$ cat src/rtl/wb_button_irq_pkg.sv
// rtl/wb_button_irq_pkg.sv - shared register offsets, event bit layout and debounce counter width
package wb_button_irq_pkg;

   localparam logic [3:0] REG_STATUS   = 4'h0;
   localparam logic [3:0] REG_EVENT    = 4'h4;
   localparam logic [3:0] REG_IRQ_EN   = 4'h8;

   localparam int PRESS_BASE   = 0;
   localparam int RELEASE_BASE = 8;
   localparam int DB_CNT_W     = 16;

   // Bits of EVENT/IRQ_EN that belong to an existing button; all others read 0.
   function automatic logic [15:0] event_mask(input int num_buttons);
      logic [15:0] m;
      m = '0;
      for (int i = 0; i < 8; i++) begin
         if (i < num_buttons) begin
            m[PRESS_BASE + i]   = 1'b1;
            m[RELEASE_BASE + i] = 1'b1;
         end
      end
      return m;
   endfunction

endpackage

$ cat src/rtl/wb_button_irq_button_debouncer.sv
// rtl/wb_button_irq_button_debouncer.sv - one button channel: synchroniser, polarity, debounce counter
module button_debouncer
   import wb_button_irq_pkg::*;
#(
   parameter logic [DB_CNT_W-1:0] DEBOUNCE_CYCLES = 16'd12000,
   parameter bit                  ACTIVE_LOW      = 1'b1
)(
   input  logic clk,
   input  logic reset,
   input  logic i_pin,
   output logic o_stable,
   output logic o_rise_pulse,
   output logic o_fall_pulse
);

   localparam logic [DB_CNT_W-1:0] CNT_ONE  = DB_CNT_W'(1);
   localparam logic [DB_CNT_W-1:0] CNT_LAST = DEBOUNCE_CYCLES - CNT_ONE;

   logic                r_meta;
   logic                r_sync;
   logic                r_stable;
   logic [DB_CNT_W-1:0] r_count;
   logic                w_norm;
   logic                w_accept;

   assign w_norm   = r_sync ^ ACTIVE_LOW;
   assign w_accept = (w_norm != r_stable) && (r_count == CNT_LAST);

   always_ff @(posedge clk) begin
      if (reset) begin
         r_meta   <= ACTIVE_LOW;
         r_sync   <= ACTIVE_LOW;
         r_stable <= 1'b0;
         r_count  <= '0;
      end else begin
         r_meta <= i_pin;
         r_sync <= r_meta;
         if (w_norm == r_stable) begin
            r_count <= '0;
         end else if (w_accept) begin
            r_stable <= w_norm;
            r_count  <= '0;
         end else begin
            r_count <= r_count + CNT_ONE;
         end
      end
   end

   // Pulses are combinational so the event register sets on the same edge stable flips.
   assign o_stable     = r_stable;
   assign o_rise_pulse = w_accept & w_norm;
   assign o_fall_pulse = w_accept & ~w_norm;

endmodule

$ cat src/rtl/wb_button_irq.sv
// rtl/wb_button_irq.sv - Wishbone slave with debounced buttons, sticky W1C events and level irq
module wb_button_irq
   import wb_button_irq_pkg::*;
#(
   parameter logic [31:0] address         = 32'h0400_0000,
   parameter int          NUM_BUTTONS     = 3,
   parameter logic [15:0] DEBOUNCE_CYCLES = 16'd12000,
   parameter bit          ACTIVE_LOW      = 1'b1
)(
   input  logic                   clk,
   input  logic                   reset,
   input  logic                   i_wb_cyc,
   input  logic                   i_wb_stb,
   input  logic                   i_wb_we,
   input  logic [31:0]            i_wb_addr,
   input  logic [31:0]            i_wb_data,
   output logic                   o_wb_ack,
   output logic [31:0]            o_wb_data,
   input  logic [NUM_BUTTONS-1:0] buttons,
   output logic                   irq
);

   localparam logic [15:0] EV_MASK = event_mask(NUM_BUTTONS);

   logic [NUM_BUTTONS-1:0] w_stable;
   logic [NUM_BUTTONS-1:0] w_rise;
   logic [NUM_BUTTONS-1:0] w_fall;
   logic [15:0]            w_set;
   logic                   w_sel;
   logic                   w_access;
   logic [3:0]             w_offset;
   logic [31:0]            w_rdata;
   logic                   w_unused;

   logic [15:0]            r_event;
   logic [15:0]            r_irq_en;
   logic                   r_ack;
   logic [31:0]            r_rdata;
   logic                   r_irq;

   genvar g;
   generate
      for (g = 0; g < NUM_BUTTONS; g++) begin : g_btn
         button_debouncer #(
            .DEBOUNCE_CYCLES (DEBOUNCE_CYCLES),
            .ACTIVE_LOW      (ACTIVE_LOW)
         ) u_debouncer (
            .clk          (clk),
            .reset        (reset),
            .i_pin        (buttons[g]),
            .o_stable     (w_stable[g]),
            .o_rise_pulse (w_rise[g]),
            .o_fall_pulse (w_fall[g])
         );
      end
   endgenerate

   always_comb begin
      w_set = '0;
      w_set[PRESS_BASE   +: NUM_BUTTONS] = w_rise;
      w_set[RELEASE_BASE +: NUM_BUTTONS] = w_fall;
   end

   // The !r_ack term splits a held strobe into separate single-cycle acks.
   assign w_sel    = i_wb_cyc & i_wb_stb & (i_wb_addr[31:4] == address[31:4]);
   assign w_access = w_sel & ~r_ack;
   assign w_offset = {i_wb_addr[3:2], 2'b00};
   assign w_unused = ^{i_wb_addr[1:0], i_wb_data[31:16]};

   always_comb begin
      w_rdata = '0;
      case (w_offset)
         REG_STATUS: w_rdata[NUM_BUTTONS-1:0] = w_stable;
         REG_EVENT:  w_rdata[15:0]            = r_event;
         REG_IRQ_EN: w_rdata[15:0]            = r_irq_en;
         default:    w_rdata                  = '0;
      endcase
   end

   always_ff @(posedge clk) begin
      if (reset) begin
         r_ack    <= 1'b0;
         r_rdata  <= '0;
         r_event  <= '0;
         r_irq_en <= '0;
         r_irq    <= 1'b0;
      end else begin
         r_ack   <= w_access;
         r_rdata <= (w_access & ~i_wb_we) ? w_rdata : '0;
         // A new event beats a W1C of the same bit in the same cycle.
         if (w_access && i_wb_we && (w_offset == REG_EVENT))
            r_event <= ((r_event & ~i_wb_data[15:0]) | w_set) & EV_MASK;
         else
            r_event <= (r_event | w_set) & EV_MASK;
         if (w_access && i_wb_we && (w_offset == REG_IRQ_EN))
            r_irq_en <= i_wb_data[15:0] & EV_MASK;
         r_irq <= |(r_event & r_irq_en);
      end
   end

   assign o_wb_ack  = r_ack;
   assign o_wb_data = r_rdata;
   assign irq       = r_irq;

endmodule

$ cat config.mk
export PLATFORM = sky130hd
export DESIGN_NAME = wb_button_irq
export DESIGN_NICKNAME = d
export VERILOG_FILES = /design/src/rtl/wb_button_irq_pkg.sv /design/src/rtl/wb_button_irq_button_debouncer.sv /design/src/rtl/wb_button_irq.sv
export SDC_FILE = /design/constraint.sdc
export NUM_CORES = 1
export LEC_CHECK = 0
export BUFFER_PORTS_ARGS = -buffer_cell sky130_fd_sc_hd__buf_4
export CORE_MARGIN = 4
export CORE_UTILIZATION = 47
export DETAILED_ROUTE_END_ITERATION = 6
export PLACE_DENSITY = 0.78
export SETUP_SLACK_MARGIN = 0.2
export SLEW_MARGIN = 15
export SYNTH_ARGS = -nofsm -noshare
export SYNTH_HDL_FRONTEND = slang
export SYNTH_HIERARCHICAL = 1
export SYNTH_SLANG_ARGS = --single-unit
$ cat constraint.sdc
create_clock -name clk -period 1.4 [get_ports clk]
set_clock_uncertainty 0.05 [all_clocks]
set_input_delay 0.28 -clock clk [delete_from_list [all_inputs] [get_ports clk]]
set_output_delay 0.28 -clock clk [all_outputs]
set_load 0.01 [all_outputs]
==> metrics.txt <==
status=finished with violations; failing checks=setup timing; yosys warns=6; die width=approximately 97 µm; WL final=~12 mm; post-route cell area=just under 0.006 mm²; GRT met2 Usage=38.11%; Tcrit/Tclk final=111.2%; clock slew at the register clock pins of the worst setup and hold paths=~0.080 ns; Critical R2R Launch=g_btn[0].u_debouncer/r_count[0]; gpl congestion=0.7945; Worst Path Arrival=about 1.8 ns; H-tree levels=3; antenna cells=0; FFs w/ async S/R, synth=0%; sequential area share after synthesis=between 40% and 50%; number of global-route vias before repair=~3,400; worst hold-check path type=in2reg; area of the multi-input gates=0.002793 mm²; worst setup path class=reg2reg; adder-cell share of the synthesized area=~2.4%; crit path from=g_btn[0].u_debouncer/r_count[0]; Power Density=742.2 mW/mm²; fraction of layout cells with a size suffix above 1=between 50% and 60%; max-slew violation count=0; Setup crit end kind=flop; largest family of logic cells by synthesized area=simple AND/OR/NAND/NOR gates; Core Area=0.007727 mm²; Max clock buf depth=2; Num CTS Buffers=9; CP required=roughly 1.6 ns; Synth Area in Compound Gates=5.516%; worst skew pair latency=roughly 0.36 ns; die area=approximately 0.0094 mm²; critical path fanouts, max=6; prevailing post-synth register cell=dfxtp_1; Filler cells=approximately 460; Final Power=4.350 mW; post-route ant nets=0; #FFs+latches synth=77; RSZ-0062 raised after global routing=true; antenna violations before repair=0; number of I/O pins=between 100 and 150; Iter 0 DRT Violations=approximately 240; Post-Synthesis Cells=400; main area contributors after synthesis=dfxtp_1, buf_4, nor2_1; CTS tree=built; FF/Latch Area=0.001602 mm²; hold path startpoint=buttons[1]; CP startpoint kind=flop; via count=about 3,600; drt pass-1 iters=5; vias per inst=5.555; Yosys top cell area share=approximately 41%; worst vdd ir=around 0.00062 V; maximum number of pins on one net before global-route repair=25; post-synthesis xor/xnor area fraction=a little under a tenth; mux share of post-synthesis cell area=about 1.6%; fin crit period=between 1.5 and 2 ns; final worst slack=-0.1574 ns; average wire per standard cell=19.10 µm; initial core utilization=around 48%; Area growth syn-to-layout=57.55%; Fmax=about 640 MHz; cell with the most instances after synthesis=dfxtp_1; Post-DP Area=~0.0047 mm²; M3 GR Usage=under 10%; EDFF count, synth=0; Mapped Area=0.003720 mm²; Die Y=between 90 and 100 µm; fin nets=roughly 600; number of remaining DRC errors=0; largest area contributor in the synthesized netlist=dfxtp_1; first-pass GRT wire length=between 15 and 20 mm; CTS Root Cell=clkbuf_8; synth unique cells=38; # port buffers=51; Final setup viols=between 50 and 60; gr usage total=roughly 21%; # clock sinks=77; final global-route overflow total=0; Leak=between 2 and 2.5 nW; post-detail-place hpwl=6.089 mm; Max Cap Violations=0; grt peak-use layer=met2; met1 Use GR=22.48%; most instantiated cells after synthesis=dfxtp_1, nor2_1, buf_4, nand2_1, xor2_1; Avg Cell Area, Syn=about 9.3 µm²; final hold viol count=0; simple-gate share of the synthesized area=a little under a third; FP Rows=32
[per-stage QoR]
step / utilization [%] / TNS, ns / hold WS [ns] / std cells / worst slack (ns)
floorplan: - / -0.1212 / 0.2991 / 425 / -0.02021
global placement: 60.31 / -2.608 / 0.3432 / 599 / -0.2116
detailed placement: 60.31 / -3.926 / 0.3494 / 599 / -0.2714
CTS: 70.63 / -0.2022 / 0.05371 / 637 / -0.05642
global route: 75.84 / -4.527 / 0.03810 / 643 / -0.2537
finish: 75.84 / -2.205 / 0.05586 / 643 / -0.1574
[cells in the final DEF, fill, tap and decap left out, types with 11 or more instances in the layout]
master    synthesis  final
dfxtp_1          77     45
nor2_2            0     13
nor2_1           59     18
nor3_2           10     11
conb_1            1     26
nand3_1          18     12
xor2_1           21     15
xnor2_1          18     17
nor2_4            0     28
nand2_1          24     17
nand2b_1         12     12
buf_4            32    123
dfxtp_2           0     24
[registers in the layout (all words and copies together) (netlist names)]
signal / flops
g_btn.u_debouncer/o_stable: 3
g_btn.u_debouncer/r_count: 48
g_btn.u_debouncer/r_meta: 3
g_btn.u_debouncer/r_sync: 3
irq: 1
o_wb_ack: 1
o_wb_data: 6
r_event: 6
r_irq_en: 6
[timing repair]
| action | 4_1_cts | 5_1_grt |
|---|---|---|
| resized for setup | 102 | 79 |
| endpoints found under the setup margin | 71 | 71 |
| hold buffers | 0 | 0 |
| cloned | 2 | 1 |
| setup buffers | 21 | 5 |
| pin swaps | 45 | 23 |
[worst max-delay path, stage by stage (launching register included)]
cell,delay (ns)
dfxtp_4,0.37
ha_4,0.13
and4_4,0.22
nand4_4,0.17
nor2_4,0.17
nor2_2,0.05
a311oi_1,0.30
[cell families (layout without fill, tap and decap cells)]
group | Yosys count | in the layout
flip-flops | 77 | 77
buffers and inverters | 46 | 159
AND/OR/NAND/NOR | 196 | 199
other | 1 | 26
adder cells (fa/ha/maj) | 7 | 7
AO/OA/AOI/OAI | 28 | 28
multiplexers | 6 | 6
XOR/XNOR | 39 | 39
[per-layer routing]
metal	part of all wire, %	wire [µm]	up-vias
li1	-	-	1631
met1	38	4687	1748
met2	53	6558	159
met3	5.5	672	34
met4	3.0	364	0
met5	0	0	-
[path summary, 6_finish.rpt]
check             cells after the start  slack (ns)                     endpoint
setup / recovery                      6       -0.16                   r_event[8]
setup reg to reg                      6       -0.16                   r_event[8]
hold / removal                        2        0.06  g_btn[1].u_debouncer/r_meta
hold reg to reg                       1        0.38  g_btn[1].u_debouncer/r_sync
[final cells by class]
type,count,area share (%)
multi-input cells,305,47.65
flip-flops and latches,77,27.33
repair buffers,136,18.68
clock buffers,11,2.412
well taps,102,2.178
clock inverters,4,1.238
inverters,8,0.5124
[where the power goes]
group	internal, mW	switching, mW	leakage [nW]
clock	1.04	0.818	0.105
sequential	2.18	0.00727	0.640
combinational	0.140	0.160	1.45
No activity file was read; power rests on OpenSTA's default activity.
